<file path="config.mk">
export PLATFORM = sky130hd
export DESIGN_NAME = cache_bus_burst_ctrl
export DESIGN_NICKNAME = d
export VERILOG_FILES = /design/src/rtl/cache_bus_burst_ctrl_pkg.sv /design/src/rtl/cache_bus_burst_ctrl_beat_counter.sv /design/src/rtl/cache_bus_burst_ctrl.sv
export SDC_FILE = /design/constraint.sdc
export NUM_CORES = 1
export LEC_CHECK = 0
export CORE_AREA = 2 2 305 307
export DETAILED_ROUTE_END_ITERATION = 8
export DIE_AREA = 0 0 307 309
export PLACE_DENSITY = 0.69
export SYNTH_ARGS = -nofsm -noshare
export SYNTH_HDL_FRONTEND = slang
export SYNTH_SLANG_ARGS = --single-unit
</file>
<file path="constraint.sdc">
create_clock -name clk -period 2.45 [get_ports clk]
set_input_delay 0.49 -clock clk [delete_from_list [all_inputs] [get_ports clk]]
set_output_delay 0.49 -clock clk [all_outputs]
set_load 0.02 [all_outputs]
</file>
<file path="src/rtl/cache_bus_burst_ctrl_pkg.sv">
// Shared AHB-Lite encodings and burst-state type for the cache bus burst engine.
// The optional HRESP abort path in the top is enabled by defining CACHE_BUS_HRESP_EN.
package cache_bus_burst_ctrl_pkg;

  localparam logic [1:0] HTRANS_IDLE   = 2'b00;
  localparam logic [1:0] HTRANS_NONSEQ = 2'b10;
  localparam logic [1:0] HTRANS_SEQ    = 2'b11;

  localparam logic [2:0] HBURST_SINGLE = 3'b000;
  localparam logic [2:0] HBURST_INCR   = 3'b001;
  localparam logic [2:0] HBURST_INCR4  = 3'b011;
  localparam logic [2:0] HBURST_INCR8  = 3'b101;
  localparam logic [2:0] HBURST_INCR16 = 3'b111;

  typedef enum logic [1:0] {
    IDLE      = 2'b00,
    FETCH     = 2'b01,
    WRITEBACK = 2'b10,
    DONE      = 2'b11
  } busstate_t;

  // Fixed-length INCR encoding for a line of the given beat count; odd sizes fall back to INCR.
  function automatic logic [2:0] hburstFor(input int unsigned beats);
    case (beats)
      1:       return HBURST_SINGLE;
      4:       return HBURST_INCR4;
      8:       return HBURST_INCR8;
      16:      return HBURST_INCR16;
      default: return HBURST_INCR;
    endcase
  endfunction

endpackage

</file>
<file path="src/rtl/cache_bus_burst_ctrl_beat_counter.sv">
// Enabled beat counter that wraps to zero after LAST, with synchronous clear and a
// terminal-count flag; used for both address-phase and data-phase beats.
module cache_bus_burst_ctrl_beat_counter #(
  parameter int unsigned W    = 3,
  parameter int unsigned LAST = 7
) (
  input  logic         clk,
  input  logic         reset,
  input  logic         clear,
  input  logic         en,
  output logic [W-1:0] count,
  output logic         tc
);

  assign tc = (count == W'(LAST));

  always_ff @(posedge clk) begin
    if (reset || clear) count <= '0;
    else if (en)        count <= tc ? '0 : count + W'(1);
  end

endmodule

</file>
<file path="src/rtl/cache_bus_burst_ctrl.sv">
// AHB-Lite INCR burst engine for cache line fetch and writeback.
// Define CACHE_BUS_HRESP_EN to add HRESP/BusErr and abort a burst on a bus error.
module cache_bus_burst_ctrl
  import cache_bus_burst_ctrl_pkg::*;
#(
  parameter int unsigned PA_BITS = 32,
  parameter int unsigned AHBW    = 64,
  parameter int unsigned LINELEN = 512,
  parameter int unsigned LOGBWPL = 3
) (
  input  logic               clk,
  input  logic               reset,
  input  logic               Stall,
  input  logic               FlushStage,
  input  logic [1:0]         CacheBusRW,
  input  logic [PA_BITS-1:0] CacheBusAdr,
  input  logic [AHBW-1:0]    ReadDataWord,
  output logic               CacheBusAck,
  output logic               SelBusBeat,
  output logic [LOGBWPL-1:0] BeatCount,
  output logic [LINELEN-1:0] FetchBuffer,
  output logic               BusCommitted,
  output logic [PA_BITS-1:0] HADDR,
  output logic [1:0]         HTRANS,
  output logic               HWRITE,
  output logic [2:0]         HBURST,
  output logic [2:0]         HSIZE,
  output logic [AHBW-1:0]    HWDATA,
  input  logic               HREADY,
  input  logic [AHBW-1:0]    HRDATA
`ifdef CACHE_BUS_HRESP_EN
  ,
  input  logic               HRESP,
  output logic               BusErr
`endif
);

  localparam int unsigned BEATS      = LINELEN / AHBW;
  localparam int unsigned BYTE_SHIFT = $clog2(AHBW / 8);

  busstate_t            state;
  logic [PA_BITS-1:0]   baseAdr;
  logic [LINELEN-1:0]   fetchBuf;
  logic                 adrDone;
  logic                 dataActive;
  logic [LOGBWPL-1:0]   adrBeat;
  logic [LOGBWPL-1:0]   dataBeat;
  logic                 adrLast;
  logic                 dataLast;

  logic startC, inBurst, adrPhase, adrAccept, dataAccept, lastData, errC, finish;

  assign startC     = (state == IDLE) && (CacheBusRW != 2'b00) && !FlushStage;
  assign inBurst    = (state == FETCH) || (state == WRITEBACK);
  assign adrPhase   = startC || (inBurst && !adrDone);
  assign adrAccept  = adrPhase && HREADY;
  assign dataAccept = inBurst && dataActive && HREADY;
  assign lastData   = dataAccept && dataLast;

`ifdef CACHE_BUS_HRESP_EN
  assign errC   = dataAccept && HRESP;
  assign BusErr = errC;
`else
  assign errC = 1'b0;
`endif

  assign finish      = lastData || errC;
  assign CacheBusAck = finish;
  assign BeatCount   = adrBeat;
  assign HBURST      = hburstFor(BEATS);
  assign HSIZE       = 3'(BYTE_SHIFT);

  cache_bus_burst_ctrl_beat_counter #(.W(LOGBWPL), .LAST(BEATS - 1)) u_adrBeat (
    .clk   (clk),
    .reset (reset),
    .clear (finish),
    .en    (adrAccept),
    .count (adrBeat),
    .tc    (adrLast)
  );

  cache_bus_burst_ctrl_beat_counter #(.W(LOGBWPL), .LAST(BEATS - 1)) u_dataBeat (
    .clk   (clk),
    .reset (reset),
    .clear (finish),
    .en    (dataAccept),
    .count (dataBeat),
    .tc    (dataLast)
  );

  // Address phase is combinational so the first beat goes out in the request cycle.
  always_comb begin
    HTRANS = HTRANS_IDLE;
    HADDR  = '0;
    HWRITE = 1'b0;
    if (startC) begin
      HTRANS = HTRANS_NONSEQ;
      HADDR  = CacheBusAdr;
      HWRITE = CacheBusRW[0];
    end else if (inBurst) begin
      HADDR  = baseAdr + (PA_BITS'(adrBeat) << BYTE_SHIFT);
      HWRITE = (state == WRITEBACK);
      if (!adrDone) HTRANS = (adrBeat == '0) ? HTRANS_NONSEQ : HTRANS_SEQ;
    end
  end

  // Final fetched word bypasses the buffer so the line is whole in the ack cycle.
  always_comb begin
    FetchBuffer = fetchBuf;
    if ((state == FETCH) && lastData)
      FetchBuffer[(BEATS-1)*AHBW +: AHBW] = HRDATA;
  end

  always_ff @(posedge clk) begin
    if (reset) begin
      state        <= IDLE;
      baseAdr      <= '0;
      fetchBuf     <= '0;
      HWDATA       <= '0;
      adrDone      <= 1'b0;
      dataActive   <= 1'b0;
      SelBusBeat   <= 1'b0;
      BusCommitted <= 1'b0;
    end else begin
      if (HREADY) dataActive <= adrPhase && !errC;

      if (finish)                  adrDone <= 1'b0;
      else if (adrAccept && adrLast) adrDone <= 1'b1;

      // Write data follows its address beat into the data phase.
      if (adrAccept && (startC ? CacheBusRW[0] : (state == WRITEBACK)))
        HWDATA <= ReadDataWord;

      if ((state == FETCH) && dataAccept)
        fetchBuf[32'(dataBeat)*AHBW +: AHBW] <= HRDATA;

      case (state)
        IDLE: begin
          if (startC) begin
            baseAdr      <= CacheBusAdr;
            state        <= CacheBusRW[0] ? WRITEBACK : FETCH;
            SelBusBeat   <= CacheBusRW[0];
            BusCommitted <= 1'b1;
          end
        end
        FETCH, WRITEBACK: begin
          if (finish) begin
            state        <= DONE;
            SelBusBeat   <= 1'b0;
            BusCommitted <= 1'b0;
          end
        end
        DONE: begin
          if (!Stall) state <= IDLE;
        end
        default: state <= IDLE;
      endcase
    end
  end

endmodule

</file>
Word-level counts from Yosys, hierarchy flattened
Cells that the tools add are included.

cells by class
  equality and inequality tests = 8
  multiplexer cells = 23
  reductions and logical operators = 25
  add/sub/neg operators = 4
  shift operators = 2

operators by type and width
  cell                                                      count
  bitwise mux 512 bit                                       1
  variable shift 64 x 34 -> 512 bit (first input constant)  1
  variable part select 64 x 34 -> 512 bit                   1
  two-way mux 32 bit                                        2
  two-way mux 64 bit                                        1
  negation 9 -> 34 bit                                      1
  adder 32 x 6 -> 32 bit                                    1
  two-way mux 2 bit                                         7
  logical AND 1 bit                                         11
  two-way mux 1 bit                                         7
  adder 3 x 1 -> 3 bit (second input constant)              2
  == test 3 bit (second input constant)                     2
  two-way mux 3 bit                                         2
  != test 2 bit (second input constant)                     3
  one-hot mux 2 bit (3 select lines)                        1
  AND reduction 3 bit                                       2
  == test 2 bit (second input constant)                     2
  one-hot mux 1 bit (2 select lines)                        2
  nonzero test 2 bit                                        2
  OR reduction 2 bit                                        2
  zero test 3 bit                                           1
  logical OR 1 bit                                          3
  == test 2 x 1 -> 1 bit (second input constant)            1
  zero test 1 bit                                           2
  2 further kinds                                           2

word-level totals
  word-level logic and storage cells = 72
  output and inout port bits = 623
  flip-flop bits (word level) = 620
  input port bits = 167

Depth between registers and ports, before layout
Gate-level depths: netlist of run 1.

  depth after elaboration = 7
  gate-level depth with buffers = 12
  gate-level depth less buffers = 8

Hierarchy
From an unflattened synthesis of run 1, not the netlist that was laid out.

second synthesis, totals
  cells, all modules = 3484
  area total of the unflattened synthesis = 27766.6 um^2

by module, submodules not included
  module                             instances  sequential area each (um^2)  area an instance (um^2)  cells each
  cache_bus_burst_ctrl               1          12291.8                      27481.4                  3460
  cache_bus_burst_ctrl_beat_counter  2          60.1                         142.6                    12

Least setup slack after synthesis of run 1
OpenSTA, ideal clock, no wires.

  path kind = reg-to-output
  from = register u_adrBeat.count[0]
  to = output port HADDR[27]
  path buffers = 0
  arrival time = 2478 ps
  stages on the path, launching flop included = 9
  required time = 1960 ps
  path slack = -518 ps
  cells stage by stage = dfxtp_1 > ha_1 > inv_1 > fa_1 > nor2b_1 > o2111ai_2 > nor3_1 > xnor2_1 > o21ai_0

on the way
  cells in the longest elaborated chain, start to end = 3

RTL lines
  what                    line                                     text
  from (decl)             cache_bus_burst_ctrl_beat_counter.sv:11  output logic [W-1:0] count,
  from (signal assigned)  cache_bus_burst_ctrl_beat_counter.sv:19  else if (en) count <= tc ? '0 : count + W'(1);
  adder 32 x 6 -> 32 bit  cache_bus_burst_ctrl.sv:101              HADDR = baseAdr + (PA_BITS'(adrBeat) << BYTE_SHIFT);
  two-way mux 32 bit      cache_bus_burst_ctrl.sv:100              end else if (inBurst) begin
  two-way mux 32 bit      cache_bus_burst_ctrl.sv:96               if (startC) begin
  to (decl)               cache_bus_burst_ctrl.sv:23               output logic [PA_BITS-1:0] HADDR,

No other way between the ends.

Final worst setup path of run 1
  from = register u_adrBeat.count[0]
  to = output port HADDR[31]

The elaborated chain is that of the path after synthesis.

==> impl_metrics.tcl, run 1 <==
set metrics [dict create \
    ant_nets 0 \
    postSynth.asyncResetShare 0 \
    area_delta_synth_final_pct 40.5 \
    finalNetCount 4086 \
    max-slew-margin-rel 0.662 \
    portBuffers 783 \
    min_period_ps 3210 \
    clockRootBuffer "clkbuf_16" \
    ys_types 50 \
    crit_buf_inv 2 \
    yosys-mux-area-fraction 0.0502 \
    num_rows 111 \
    drt-initial-drc-count 2474 \
    synth.avg_cell_area_um2 8.14 \
    cts_tree "done" \
    vias 25964 \
    syn_inst 3453 \
    ys_ff_latch 620 \
    clock_sinks 620 \
    multi_input_area_um2 11500 \
    crit_chain "ha_4 -> inv_2 -> fa_2 -> nor2b_4 -> o2111ai_4 -> nor3_4 -> a311o_1 -> nand3_2 -> buf_6" \
    synthAdderAreaFrac 0.00917 \
    cts_buffers 69 \
    final-seq-area_um2 12400 \
    drv_cap 0 \
    grt_max_degree 96 \
    fillers 8784 \
    io_pins 790 \
    peakVddDrop_mv 0.505 \
    initial_core_util 0.308 \
    whs_ps 240 \
    hold_path_class "primary input to flop" \
    gp_congestion 0.862 \
    r2r_setup_slack_ps 100 \
    wirelength_mm 117 \
    clkTransAtPathRegs_ps 60 \
    drc 0 \
    synth-seq-area-share 0.442 \
    overflow 0 \
    dp_hpwl_mm 80.1 \
    synth-xor-area-share 0.00841 \
    clock_latency_ps 620 \
    die_x_um 307 \
    fin_crit_sh 1.31 \
    place_inst 4942 \
    layout_setup_ws_ps -757 \
    viasPerCell 5.05 \
    dieHeight_um 309 \
    endpoint_kind "output port" \
    coreArea_um2 91400 \
    dieArea_um2 94900 \
    worst_slew_pin_slew_ps 505 \
    yosysTopAreaCell "dfxtp_1" \
    status "complete, but fails checks" \
    crit_slowest_cell "dfxtp_4" \
    drt_pass1_iterations 7 \
    setup_viol 98 \
    slew_viol_final 0 \
    cp_max_fo 7 \
    track_usage 0.232 \
    leakagePower_nw 13.9 \
    synth_compound_area_frac 0.111 \
    route.detailed.wl_per_inst_um 22.8 \
    critPathTopFamily "simple AND/OR/NAND/NOR gates" \
    fin_cells 5138 \
    ys.flop_type "dfxtp_1" \
    worstSetupPathType "flop to output port" \
    cts_buffer_depth 3 \
    antenna_found_initial 14 \
    synth_top_area_share 0.442 \
    cp.arrival_ps 2720 \
    ys_warn_count 0 \
    critPathMaxStageDelay_ps 360 \
    cp.required_ps 1960 \
    drive_above_1_share 0.201 \
    power_density_nw_per_um2 654 \
    dp_slack_ps -604 \
    grt_pass1_vias 25180 \
    finalHoldViolCount 0 \
    netlist_area_um2 28100 \
    rsz0062_at_grt "true" \
    fin_tns_setup_ps -45100 \
    synthTopCellsByArea "dfxtp_1 (44%), buf_4 (12%), a21oi_1 (9.5%)" \
    violations "negative setup slack" \
    crit_path_start_kind "flop" \
    fmax_mhz 312 \
    synthSimpleGateAreaFrac 0.202 \
    grt_pass1_wl_mm 166 \
    synth_edf_count 0 \
    fin_worst_skew_ps 36.8 \
    synth_top_family_by_area "simple AND/OR/NAND/NOR gates" \
    cts-htree-levels 3 \
]
flip-flops by register name (all words and copies together), names as in the netlist:
register / cells
BusCommitted: 1
HWDATA: 64
SelBusBeat: 1
adrDone: 1
baseAdr: 32
dataActive: 1
fetchBuf: 512
state: 2
u_adrBeat.count: 3
u_dataBeat.count: 3
power breakdown:
part           total (mW)  leakage [nW]  switching [mW]  internal (mW)
logic                4.73          7.77            2.45           2.28
clock network        10.6          1.13            4.51           6.12
registers            10.5          5.00           0.146           10.3
total                25.8          13.9            7.10           18.7
layer usage:
metal	part of all wire	up-vias	global-route usage	wire (um)
met1	0.38	12384	0.275	44800
met4	0.054	4	0.133	6330
met2	0.47	1404	0.381	55300
met5	0.00023	-	0	27
li1	-	11859	-	-
met3	0.089	313	0.0595	10500
kinds of logic after synthesis:
logic type / Yosys count
flip-flops: 620
other: 2
multiplexers: 133
AND/OR/NAND/NOR: 1264
XOR/XNOR: 27
adder cells (fa/ha/maj): 20
buffers and inverters: 788
AO/OA/AOI/OAI: 599
synth_stat cells, types with 7 or more instances:
cell type  instances
nand3_2           24
dfxtp_1          620
mux2_1            39
buf_1             30
xor2_1             7
o21ai_0           35
inv_1             22
a21oi_2           20
buf_4            466
buf_6             29
ha_1              19
mux2i_1           69
a21oi_1          533
nand4_1            8
nor2_1            87
mux2_2            25
nand3_1          425
buf_2             47
nand2_2           21
nor3_1            11
xnor2_1           20
nand2_1          645
clkbuf_1         193
path summary, 6_finish.rpt:
| check | from | end | depth (start not counted) |
|---|---|---|---|
| worst min-delay path | reset | HWDATA[47] | 2 |
| worst min register to register | fetchBuf[282] | fetchBuf[282] | 2 |
| worst max register to register | u_dataBeat.count[1] | fetchBuf[264] | 12 |
| worst max-delay path | u_adrBeat.count[0] | HADDR[31] | 9 |
area by class of cell:
class                   count  share of cell area
well taps                1186              0.0376
diodes                      8            0.000507
flip-flops and latches    620               0.315
repair buffers           1137               0.296
clock buffers              91              0.0496
inverters                  22             0.00209
multi-input cells        2049               0.290
clock inverters            25             0.00903
placed cells by master (no fill, tap or decap), types with 5 or more instances in the layout:
cell type | synthesis | routed
clkdlybuf4s50_1 | 0 | 682
nand2_1 | 645 | 637
dfxtp_1 | 620 | 612
a21oi_1 | 533 | 529
nand3_1 | 425 | 423
buf_4 | 466 | 255
buf_6 | 29 | 117
nor2_1 | 87 | 81
clkbuf_16 | 0 | 72
mux2i_1 | 69 | 69
buf_12 | 0 | 68
mux2_4 | 0 | 36
mux2_2 | 25 | 28
a21oi_2 | 20 | 24
nand2_2 | 21 | 23
nand3_2 | 24 | 21
inv_1 | 22 | 18
xnor2_1 | 20 | 18
o21ai_1 | 0 | 16
clkbuf_8 | 0 | 15
ha_1 | 19 | 13
o21ai_2 | 0 | 11
clkinv_2 | 0 | 9
diode_2 | 0 | 8
nand4_1 | 8 | 8
dfxtp_2 | 0 | 7
clkbuf_1 | 193 | 7
nor2_4 | 0 | 6
o21ai_4 | 0 | 6
nor3_4 | 0 | 6
conb_1 | 2 | 6
nand3_4 | 0 | 5
nor4_4 | 1 | 5
nor3_2 | 0 | 5
xor2_1 | 7 | 5
nand2_4 | 0 | 5
ha_4 | 0 | 5
stage by stage:
| step | instance area (um^2) | power, mW | util |
|---|---|---|---|
| after floorplan | 28200 | 12.5 | - |
| after global placement | 35600 | 14.6 | 0.390 |
| after detailed placement | 35600 | 14.6 | 0.390 |
| after CTS | 38800 | 25.5 | 0.424 |
| after global routing | 39500 | 26.6 | 0.432 |
| final | 39500 | 25.8 | 0.432 |
what timing repair did:
item,CTS,global route
pin swaps,40,35
setup endpoints to repair,179,197
gates cloned,10,3
resized for setup,633,149
hold buffers,0,0
buffers inserted,37,40
Power figures use the tool's default switching activity.
==> run 2: changes to the inputs <==
--- a/config.mk
+++ b/config.mk
@@ -8,6 +8,7 @@
 export CORE_AREA = 2 2 305 307
 export DETAILED_ROUTE_END_ITERATION = 8
 export DIE_AREA = 0 0 307 309
+export HOLD_SLACK_MARGIN = 0.02
 export PLACE_DENSITY = 0.69
 export SYNTH_ARGS = -nofsm -noshare
 export SYNTH_HDL_FRONTEND = slang
==> results of run 2 <==
Final layout, timing and power as in run 1 (identical DEF).
